--- src/rtl/program_issuer.sv ---
// ============================================================================
// Module   : program_issuer
// Purpose  : Buffers instruction words and replays them as start/write/program
//            strobes into simple_processor, paced by proc_busy and a min gap.
// Revision : 1.0
// ============================================================================
`default_nettype none

module program_issuer #(
  parameter int DEPTH   = 16,
  parameter int ADDR_W  = 4,
  parameter int INSTR_W = 23,
  parameter int GAP     = 1
) (
  input  logic               clk,
  input  logic               reset,
  input  logic               load_valid,
  input  logic [INSTR_W-1:0] load_data,
  output logic               load_ready,
  input  logic               clear,
  input  logic               run,
  input  logic               abort,
  input  logic               proc_busy,
  output logic               start,
  output logic               write,
  output logic [INSTR_W-1:0] program_out,
  output logic [ADDR_W-1:0]  pc,
  output logic [ADDR_W:0]    count,
  output logic               done
);

  localparam int               c_gap_w    = (GAP > 1) ? $clog2(GAP) : 1;
  localparam logic [ADDR_W:0]  c_depth    = (ADDR_W + 1)'(DEPTH);
  localparam logic [c_gap_w-1:0] c_gap_init = c_gap_w'(GAP - 1);

  typedef enum logic [1:0] {
    S_IDLE  = 2'd0,
    S_ISSUE = 2'd1,
    S_WAIT  = 2'd2,
    S_DONE  = 2'd3
  } state_t;

  state_t               r_state, w_nxt_state;
  logic                 r_start, w_nxt_start;
  logic                 r_write, w_nxt_write;
  logic                 r_done, w_nxt_done;
  logic [INSTR_W-1:0]   r_prog, w_nxt_prog;
  // One extra bit so a full buffer can be told apart from an empty pc
  logic [ADDR_W:0]      r_pc, w_nxt_pc;
  logic [ADDR_W:0]      r_count, w_nxt_count;
  logic [c_gap_w-1:0]   r_gap, w_nxt_gap;
  logic [INSTR_W-1:0]   r_mem [DEPTH];

  logic                 w_load_ready;
  logic                 w_load_acc;
  logic [ADDR_W:0]      w_eff_count;

  assign w_load_ready = (r_state == S_IDLE) && (r_count < c_depth) && !clear;
  assign w_load_acc   = load_valid && w_load_ready;
  assign w_eff_count  = clear ? '0 : (r_count + {{ADDR_W{1'b0}}, w_load_acc});

  always_comb begin
    w_nxt_state = r_state;
    w_nxt_start = r_start;
    w_nxt_write = 1'b0;
    w_nxt_done  = 1'b0;
    w_nxt_prog  = r_prog;
    w_nxt_pc    = r_pc;
    w_nxt_count = r_count;
    w_nxt_gap   = r_gap;
    if (abort && (r_state != S_IDLE)) begin
      w_nxt_state = S_IDLE;
      w_nxt_start = 1'b0;
      w_nxt_pc    = '0;
    end else begin
      case (r_state)
        S_IDLE: begin
          if (clear) begin
            w_nxt_count = '0;
            w_nxt_pc    = '0;
          end else if (w_load_acc) begin
            w_nxt_count = w_eff_count;
          end
          if (run) begin
            if (w_eff_count != '0) begin
              w_nxt_state = S_ISSUE;
              w_nxt_start = 1'b1;
              w_nxt_pc    = '0;
            end else begin
              w_nxt_state = S_DONE;
            end
          end
        end
        S_ISSUE: begin
          if (!proc_busy) begin
            w_nxt_write = 1'b1;
            w_nxt_prog  = r_mem[r_pc[ADDR_W-1:0]];
            w_nxt_pc    = r_pc + 1'b1;
            w_nxt_gap   = c_gap_init;
            w_nxt_state = S_WAIT;
          end
        end
        S_WAIT: begin
          if (r_gap == '0) begin
            w_nxt_state = (r_pc < r_count) ? S_ISSUE : S_DONE;
          end else begin
            w_nxt_gap = r_gap - 1'b1;
          end
        end
        S_DONE: begin
          w_nxt_done  = 1'b1;
          w_nxt_start = 1'b0;
          w_nxt_pc    = '0;
          w_nxt_state = S_IDLE;
        end
        default: w_nxt_state = S_IDLE;
      endcase
    end
  end

  always_ff @(posedge clk or negedge reset) begin
    if (!reset) begin
      r_state <= S_IDLE;
      r_start <= 1'b0;
      r_write <= 1'b0;
      r_done  <= 1'b0;
      r_prog  <= '0;
      r_pc    <= '0;
      r_count <= '0;
      r_gap   <= '0;
    end else begin
      r_state <= w_nxt_state;
      r_start <= w_nxt_start;
      r_write <= w_nxt_write;
      r_done  <= w_nxt_done;
      r_prog  <= w_nxt_prog;
      r_pc    <= w_nxt_pc;
      r_count <= w_nxt_count;
      r_gap   <= w_nxt_gap;
    end
  end

  // Buffer storage carries no reset; contents are meaningless until loaded
  always_ff @(posedge clk) begin
    if (w_load_acc) begin
      r_mem[r_count[ADDR_W-1:0]] <= load_data;
    end
  end

  assign load_ready  = w_load_ready;
  assign start       = r_start;
  assign write       = r_write;
  assign program_out = r_prog;
  assign pc          = r_pc[ADDR_W-1:0];
  assign count       = r_count;
  assign done        = r_done;

endmodule

`default_nettype wire
--- config.mk ---
export PLATFORM = sky130hd
export DESIGN_NAME = program_issuer
export DESIGN_NICKNAME = d
export VERILOG_FILES = /design/src/rtl/program_issuer.sv
export SDC_FILE = /design/constraint.sdc
export NUM_CORES = 1
export LEC_CHECK = 0
export BUFFER_PORTS_ARGS = -buffer_cell sky130_fd_sc_hd__buf_4
export CORE_MARGIN = 1.5
export CORE_UTILIZATION = 30
export CTS_CLUSTER_DIAMETER = 40
export CTS_CLUSTER_SIZE = 30
export DETAILED_ROUTE_END_ITERATION = 6
export GPL_TIMING_DRIVEN = 0
export HOLD_SLACK_MARGIN = 0.05
export MAX_ROUTING_LAYER = met4
export PLACE_DENSITY_LB_ADDON = 0.12
export SYNTH_ARGS = -nofsm -noshare
export SYNTH_HDL_FRONTEND = slang
export SYNTH_SLANG_ARGS = --single-unit
--- constraint.sdc ---
create_clock -name clk -period 3 [get_ports clk]
set_input_delay 0.45 -clock clk [delete_from_list [all_inputs] [get_ports clk]]
set_output_delay 0.45 -clock clk [all_outputs]
set_load 0.02 [all_outputs]
==> results.toml, run 1 <==
[run_status]
status = "finished, final reports clean"

[global_routing]
grt_max_degree = 39
grt_pass1_vias = 8470
grt.total_usage_pct = 17.35
grt_overflow = 0
grt_pass1_wl_um = 62710
use_met2_pct = 27.75
gr-usage-met1_pct = 22.31
antenna_found_initial = 1
use_met3_pct = 4.089
grt-busiest-layer = "met2"

[floorplan]
initial_utilization_pct = 30.48
core-area_um2 = 51510
fp-row-count = 83
die_h_um = 231.7
die_x_um = 231.7
boundaryPins = 66
die_area_um2 = 53710

[placement]
dp_cells = 1513
io_buffers = 64
preCtsSetupSlack_ps = -115.6
gp_congestion = 0.7354
hpwlAfterDp_um = 27040

[pwr]
clkPwrFrac_pct = 46.3
power_switching_w = 0.004353
power_leakage_nw = 6.583
ir_drop_mv = 0.3596
seq_power_share_pct = 39.7
pwr-share-comb_pct = 14.0
internal_power_w = 0.01254
power_density_nw_per_um2 = 844.8
fin_total_pwr_w = 0.01689
netSwitchingFraction_pct = 25.77

[detailed_routing]
via_per_inst = 4.843
vias = 7942
drt_iter0_markers = 741
finalWirelength_um = 43600
drc = 0
routedWlPerCell_um = 26.59
ant_nets = 0
dr.pass1.iters = 6

[timing]
rsz0062_at_grt = "no"
max_freq_mhz = 357.4
finalHoldViolCount = 0
holdWs_ps = 154.6
fin_crit_ps = 2798
setup_violations = 0
clock_skew_ps = 17.21
setup_ws_ps = 201.7
slew_violations = 0
relSlewSlack_pct = 29.85
worst_slew_pin_slew_ps = 1052
period_share_pct = 93.28

[synth]
syn_inst = 749
ys_async_sr_fraction_pct = 9.360
syn-num-nets = 786
synth_edf_count = 368
yosysSeqAreaShare_pct = 76.45
synthesis.area_um2 = 15700
syn_avg_cell_area_um2 = 20.96
ys_warn_count = 0
ys_types = 42
ys.flop_type = "edfxtp_1"
ys_ff_latch = 406

[finish]
fin_util_pct = 38.82
nFillCells = 4765
syn_to_final_growth_pct = 27.39
finish.net_count = 942
stdcell_count = 1640
drive_above_1_share_pct = 37.43

[worst_setup_path]
critPathArrivalTime_ps = 3260
criticalPathCategory = "reg2reg"
r2r_slack_ps = 200
startpoint_type = "flop"
endpoint_kind = "flop"
worst-path-max-fanout = 10
r2r-start = "r_pc[2]"
r2r-end = "program_out[8]"
crit_required_ps = 3470
ff2ff_path_depth = 6

[min_path]
min_from = "proc_busy"
hold-path-endpoint = "r_state[0]"
hold_class = "in2reg"
hold_path_depth = 2

[clock_network]
htreeDepth = 3
clk_latency_ps = 580
clk_pin_slew_worst_paths_ps = 60
cts_sinks = 406
cts_tree = "yes"
numCtsBuffers = 69
clk_path_buf_depth = 3
clockRootBuffer = "clkbuf_16"

[flow_run]
cap_violations = 0
[per-layer routing]
metal  up-vias  wire length [um]
met5         -                 0
met4         0               766
met3        58              1923
met2       183             21540
met1      4266             19370
li1       3435                 -
[cell usage after synthesis (all sizes together) (3+ instances only)]
master / n / area (um^2)
a21oi: 6 / 30.03
inv: 8 / 30.03
nor2b: 3 / 18.77
nor3: 9 / 45.04
mux4: 92 / 2072
o21ai: 6 / 30.03
mux2: 24 / 270.3
o22ai: 3 / 18.77
a21boi: 3 / 22.52
edfxtp: 368 / 11050
ha: 7 / 87.58
clkbuf: 20 / 76.32
nand3: 10 / 50.05
nand2b: 5 / 31.28
dfrtp: 38 / 950.9
nor2: 21 / 86.33
nand2: 32 / 120.1
a22oi: 48 / 360.4
buf: 22 / 146.4
and2: 3 / 18.77
[layout make-up]
| type | count | area [um^2] | share of cell area, % |
|---|---|---|---|
| Timing Repair Buffer | 85 | 970.9 | 4.855 |
| Buffer | 42 | 226.5 | 1.133 |
| Inverter | 8 | 30.03 | 0.1502 |
| Clock inverter | 47 | 513.0 | 2.565 |
| Multi-Input combinational cell | 293 | 3598 | 18.00 |
| Tap cell | 680 | 850.8 | 4.255 |
| Antenna cell | 1 | 2.502 | 0.01251 |
| Clock buffer | 78 | 1803 | 9.016 |
| Sequential cell | 406 | 12000 | 60.02 |
[logic make-up after synthesis]
logic type | after synthesis | share of synthesized area (%)
buffers and inverters | 50 | 1.610
muxes | 116 | 14.92
AOI/OAI and AO/OA | 75 | 3.428
DFF | 406 | 76.45
adders and majority gates | 7 | 0.5579
xor gates and xnor gates | 2 | 0.1116
and+or+nand+nor | 93 | 2.917
[per-stage QoR]
step | setup TNS (ps) | area (um^2)
after floorplan | -3987 | 15750
final | 0 | 20000
after global routing | 0 | 20000
after global placement | -426670 | 17090
after CTS | 0 | 19980
after detailed placement | -3605 | 17650
[worst max-delay path by stage]
stage	from	to	slack [ps]	cells after the start
after floorplan	clear	r_mem[9][0]	-50	5
after global placement	clear	r_mem[3][7]	-1710	5
after detailed placement	clear	r_mem[14][7]	-120	6
after CTS	r_pc[2]	program_out[14]	10	6
after global routing	r_pc[2]	program_out[8]	50	6
final	r_pc[2]	program_out[8]	200	6
[cell usage in the layout, fill, tap and decap left out, types with 4 or more instances in the layout]
cell,netlist,routed
buf_12,0,6
clkinv_4,0,5
buf_16,0,12
dfrtp_1,38,38
nor2_1,20,8
nand2_1,32,32
o21ai_0,6,5
mux4_2,92,92
nor2_4,1,13
buf_2,9,9
a21oi_1,6,6
inv_6,0,8
clkinv_2,0,8
inv_1,8,8
clkbuf_2,1,4
nand3_1,10,10
a22oi_1,48,48
clkbuf_1,19,24
nand2b_1,5,5
bufinv_16,0,7
clkinv_1,0,5
buf_4,8,72
nor3_1,9,4
clkinvlp_4,0,10
mux2_2,24,24
nor3_4,0,4
clkbuf_16,0,71
edfxtp_1,368,368
ha_1,7,7
[critical path, cell delays in order (launching register included)]
cell,delay (ps)
dfrtp_1,430
clkbuf_1,550
clkbuf_1,750
mux4_2,420
mux2_2,290
a22oi_1,160
nand2_1,80
[power by group through the flow]
stage | combinational [W] | sequential (W) | clock (W)
4_1_cts | 0.00242 | 0.00671 | 0.00798
3_3_place_gp | 0.00230 | 0.00682 | 0
3_5_place_dp | 0.00241 | 0.00681 | 0
5_1_grt | 0.00259 | 0.00674 | 0.00824
2_1_floorplan | 0.00125 | 0.00695 | 0
6_report | 0.00237 | 0.00670 | 0.00782
[state kept, by name, summed over array words and instances, names as in the netlist]
name	count
r_mem	368
program_out	23
count	5
r_pc	5
r_state	2
done	1
start	1
write	1
[timing repair]
item / 4_1_cts / 5_1_grt
gates resized for setup: 1 / 8
buffers inserted: 0 / 0
endpoints found under the hold margin: 38 / 0
endpoints found under the setup margin: 4 / 43
hold buffers: 1 / 0
No activity file was read; power rests on OpenSTA's default activity.
==> run 2: changes to the inputs <==
- ABC_AREA: unset -> 1
- RECOVER_POWER: unset -> 25
- SKIP_CTS_REPAIR_TIMING: unset -> 1
==> results.toml, run 2 <==
[pwr]
clkPwrFrac_pct = 43.8
netSwitchingFraction_pct = 32.48
pwr-share-comb_pct = 22.3
seq_power_share_pct = 34.0
internal_power_w = 0.01307
power_density_nw_per_um2 = 926.8
power_switching_w = 0.006287
power_leakage_nw = 7.430
fin_total_pwr_w = 0.01936
ir_drop_mv = 0.4966

[worst_setup_path]
startpoint_type = "flop"
criticalPathCategory = "reg2reg"
path_cells = "inv_2 -> nand2_2 -> nor3_2 -> nand2_1 -> inv_2 -> nand2_1 -> nor2_4"
endpoint_kind = "flop"
crit_required_ps = 3210
crit_path_top_delay_cell = "nor2_4"
max_stage_delay_ps = 820
worst-path-max-fanout = 23
critPathArrivalTime_ps = 2920

[clock_network]
clockRootBuffer = "clkbuf_16"
clk_latency_ps = 620
htreeDepth = 3
clk_path_buf_depth = 3
clk_pin_slew_worst_paths_ps = 40
cts_sinks = 406
numCtsBuffers = 79
cts_tree = "yes"

[synth]
ys_types = 30
yosysMostFrequentCell = "edfxtp_1"
syn_avg_cell_area_um2 = 11.92
ys_async_sr_fraction_pct = 9.360
ys.flop_type = "edfxtp_1"
ys_ff_latch = 406
synth_top_area_share_pct = 67.02
ys_warn_count = 0
syn_inst = 1383
synth_commonest_cells = "edfxtp_1, nor2_1, nand2_1"
syn-num-nets = 1420
synth_top_cell_by_area = "edfxtp_1"
synth_edf_count = 368
synthesis.area_um2 = 16490
yosysSeqAreaShare_pct = 72.79
yosys-top-cells-area = "edfxtp_1, nor2_1, dfrtp_1, o21ai_0, nand2_1"

[timing]
clock_skew_ps = 23.28
setup_violations = 0
finalHoldViolCount = 0
period_share_pct = 90.10
setup_ws_ps = 296.9
tns_ps = 0
max_freq_mhz = 369.9
holdWs_ps = 126.4
rsz0062_at_grt = "no"
relSlewSlack_pct = 28.46
slew_violations = 0
fin_crit_ps = 2703
worst_slew_pin_slew_ps = 1073

[detailed_routing]
routedWlPerCell_um = 24.14
drc = 0
via_per_inst = 4.931
drt_iter0_markers = 1155
finalWirelength_um = 55800
dr.pass1.iters = 5
ant_nets = 0
vias = 11400

[finish]
seq_area_um2 = 12000
largest_reg_flops = 368
final_common_cell = "edfxtp_1"
multi_input_area_um2 = 4065
mostFrequentLayoutCells = "edfxtp_1, nor2_1, nand2_1"
finish.net_count = 1585
fin_util_pct = 38.66
nFillCells = 5232
syn_to_final_growth_pct = 26.68
drive_above_1_share_pct = 16.84

[global_routing]
antenna_found_initial = 1
grt_pass1_wl_um = 79920
grt.total_usage_pct = 20.73
grt_max_degree = 39
grt_pass1_vias = 11140
grt_overflow = 0

[floorplan]
initial_utilization_pct = 30.52
die_area_um2 = 56380
core-area_um2 = 54030
boundaryPins = 66
die_x_um = 237.4
fp-row-count = 85
die_h_um = 237.4

[min_path]
hold_class = "in2reg"

[placement]
gp_congestion = 0.7929
io_buffers = 65
hpwlAfterDp_um = 34920
preCtsSetupSlack_ps = 149.6

[run_status]
status = "finished, final reports clean"

[flow_run]
cap_violations = 0
==> run 2: changes by cell type in the layout (fill, tap and decap cells not counted), sizes merged, moves of 24 or more <==
cell,delta
nor2,+333
o21ai,+187
nand2,+118
nand3,+94
mux4,-92
clkbuf,+49
a22oi,-48
o211ai,+46
mux2,-24
==> run 2: area by class of cell <==
cell class / instances / share of cell area [%]
Sequential cell: 406 / 57.46
Multi-Input combinational cell: 869 / 19.46
Clock buffer: 94 / 9.986
Tap cell: 696 / 4.169
Timing Repair Buffer: 84 / 3.942
Clock inverter: 54 / 2.324
Buffer: 86 / 2.240
Inverter: 22 / 0.4073
Antenna cell: 1 / 0.01198
==> run 2: final timing paths <==
path,from,cells past startpoint,slack [ps],to
hold reg to reg,program_out[15],2,470,program_out[15]
min in group asynchronous,reset,2,440,program_out[13]
setup / recovery,r_state[0],7,300,r_mem[0][21]
max in group asynchronous,reset,2,2100,program_out[20]
hold / removal,run,3,130,start
setup reg to reg,r_state[0],7,300,r_mem[0][21]
==> run 2: layer usage <==
layer / part of all wire, % / wire length, um / GRT usage, %
met2: 44 / 24670 / 30.35
met5: 0 / 0 / -
met3: 7.2 / 4015 / 4.657
met1: 45 / 25270 / 28.12
met4: 3.3 / 1848 / 7.682
==> run 2: cell families (layout without fill, tap and decap cells) <==
| logic type | count (synthesis) | count (layout) | synth area share, % |
|---|---|---|---|
| compound gates | 245 | 245 | 8.226 |
| fa+ha+maj | 7 | 7 | 0.5312 |
| simple gates | 617 | 617 | 15.10 |
| flops | 406 | 406 | 72.79 |
| buf+inv | 108 | 340 | 3.354 |
| other cells | 0 | 1 | 0 |
==> run 2: critical path: cells and delay by family, from the launching register on <==
| family | cells | cell delay [ps] |
|---|---|---|
| buf+inv | 2 | 290 |
| flops | 1 | 430 |
| simple gates | 5 | 1580 |
==> run 2: power groups by stage <==
stage                     clock, W  sequential (W)  combinational [W]
after CTS                  0.00859         0.00658            0.00435
final                      0.00847         0.00658            0.00431
after floorplan                  0         0.00684            0.00231
after detailed placement         0         0.00668            0.00434
after global placement           0         0.00669            0.00431
after global routing       0.00888         0.00661            0.00474
==> run 2: through the flow <==
step | cell area [um^2] | cells
after floorplan | 16500 | 1383
after global placement | 17860 | 2144
after detailed placement | 18370 | 2161
after CTS | 20940 | 2309
after global routing | 20890 | 2312
final | 20890 | 2312
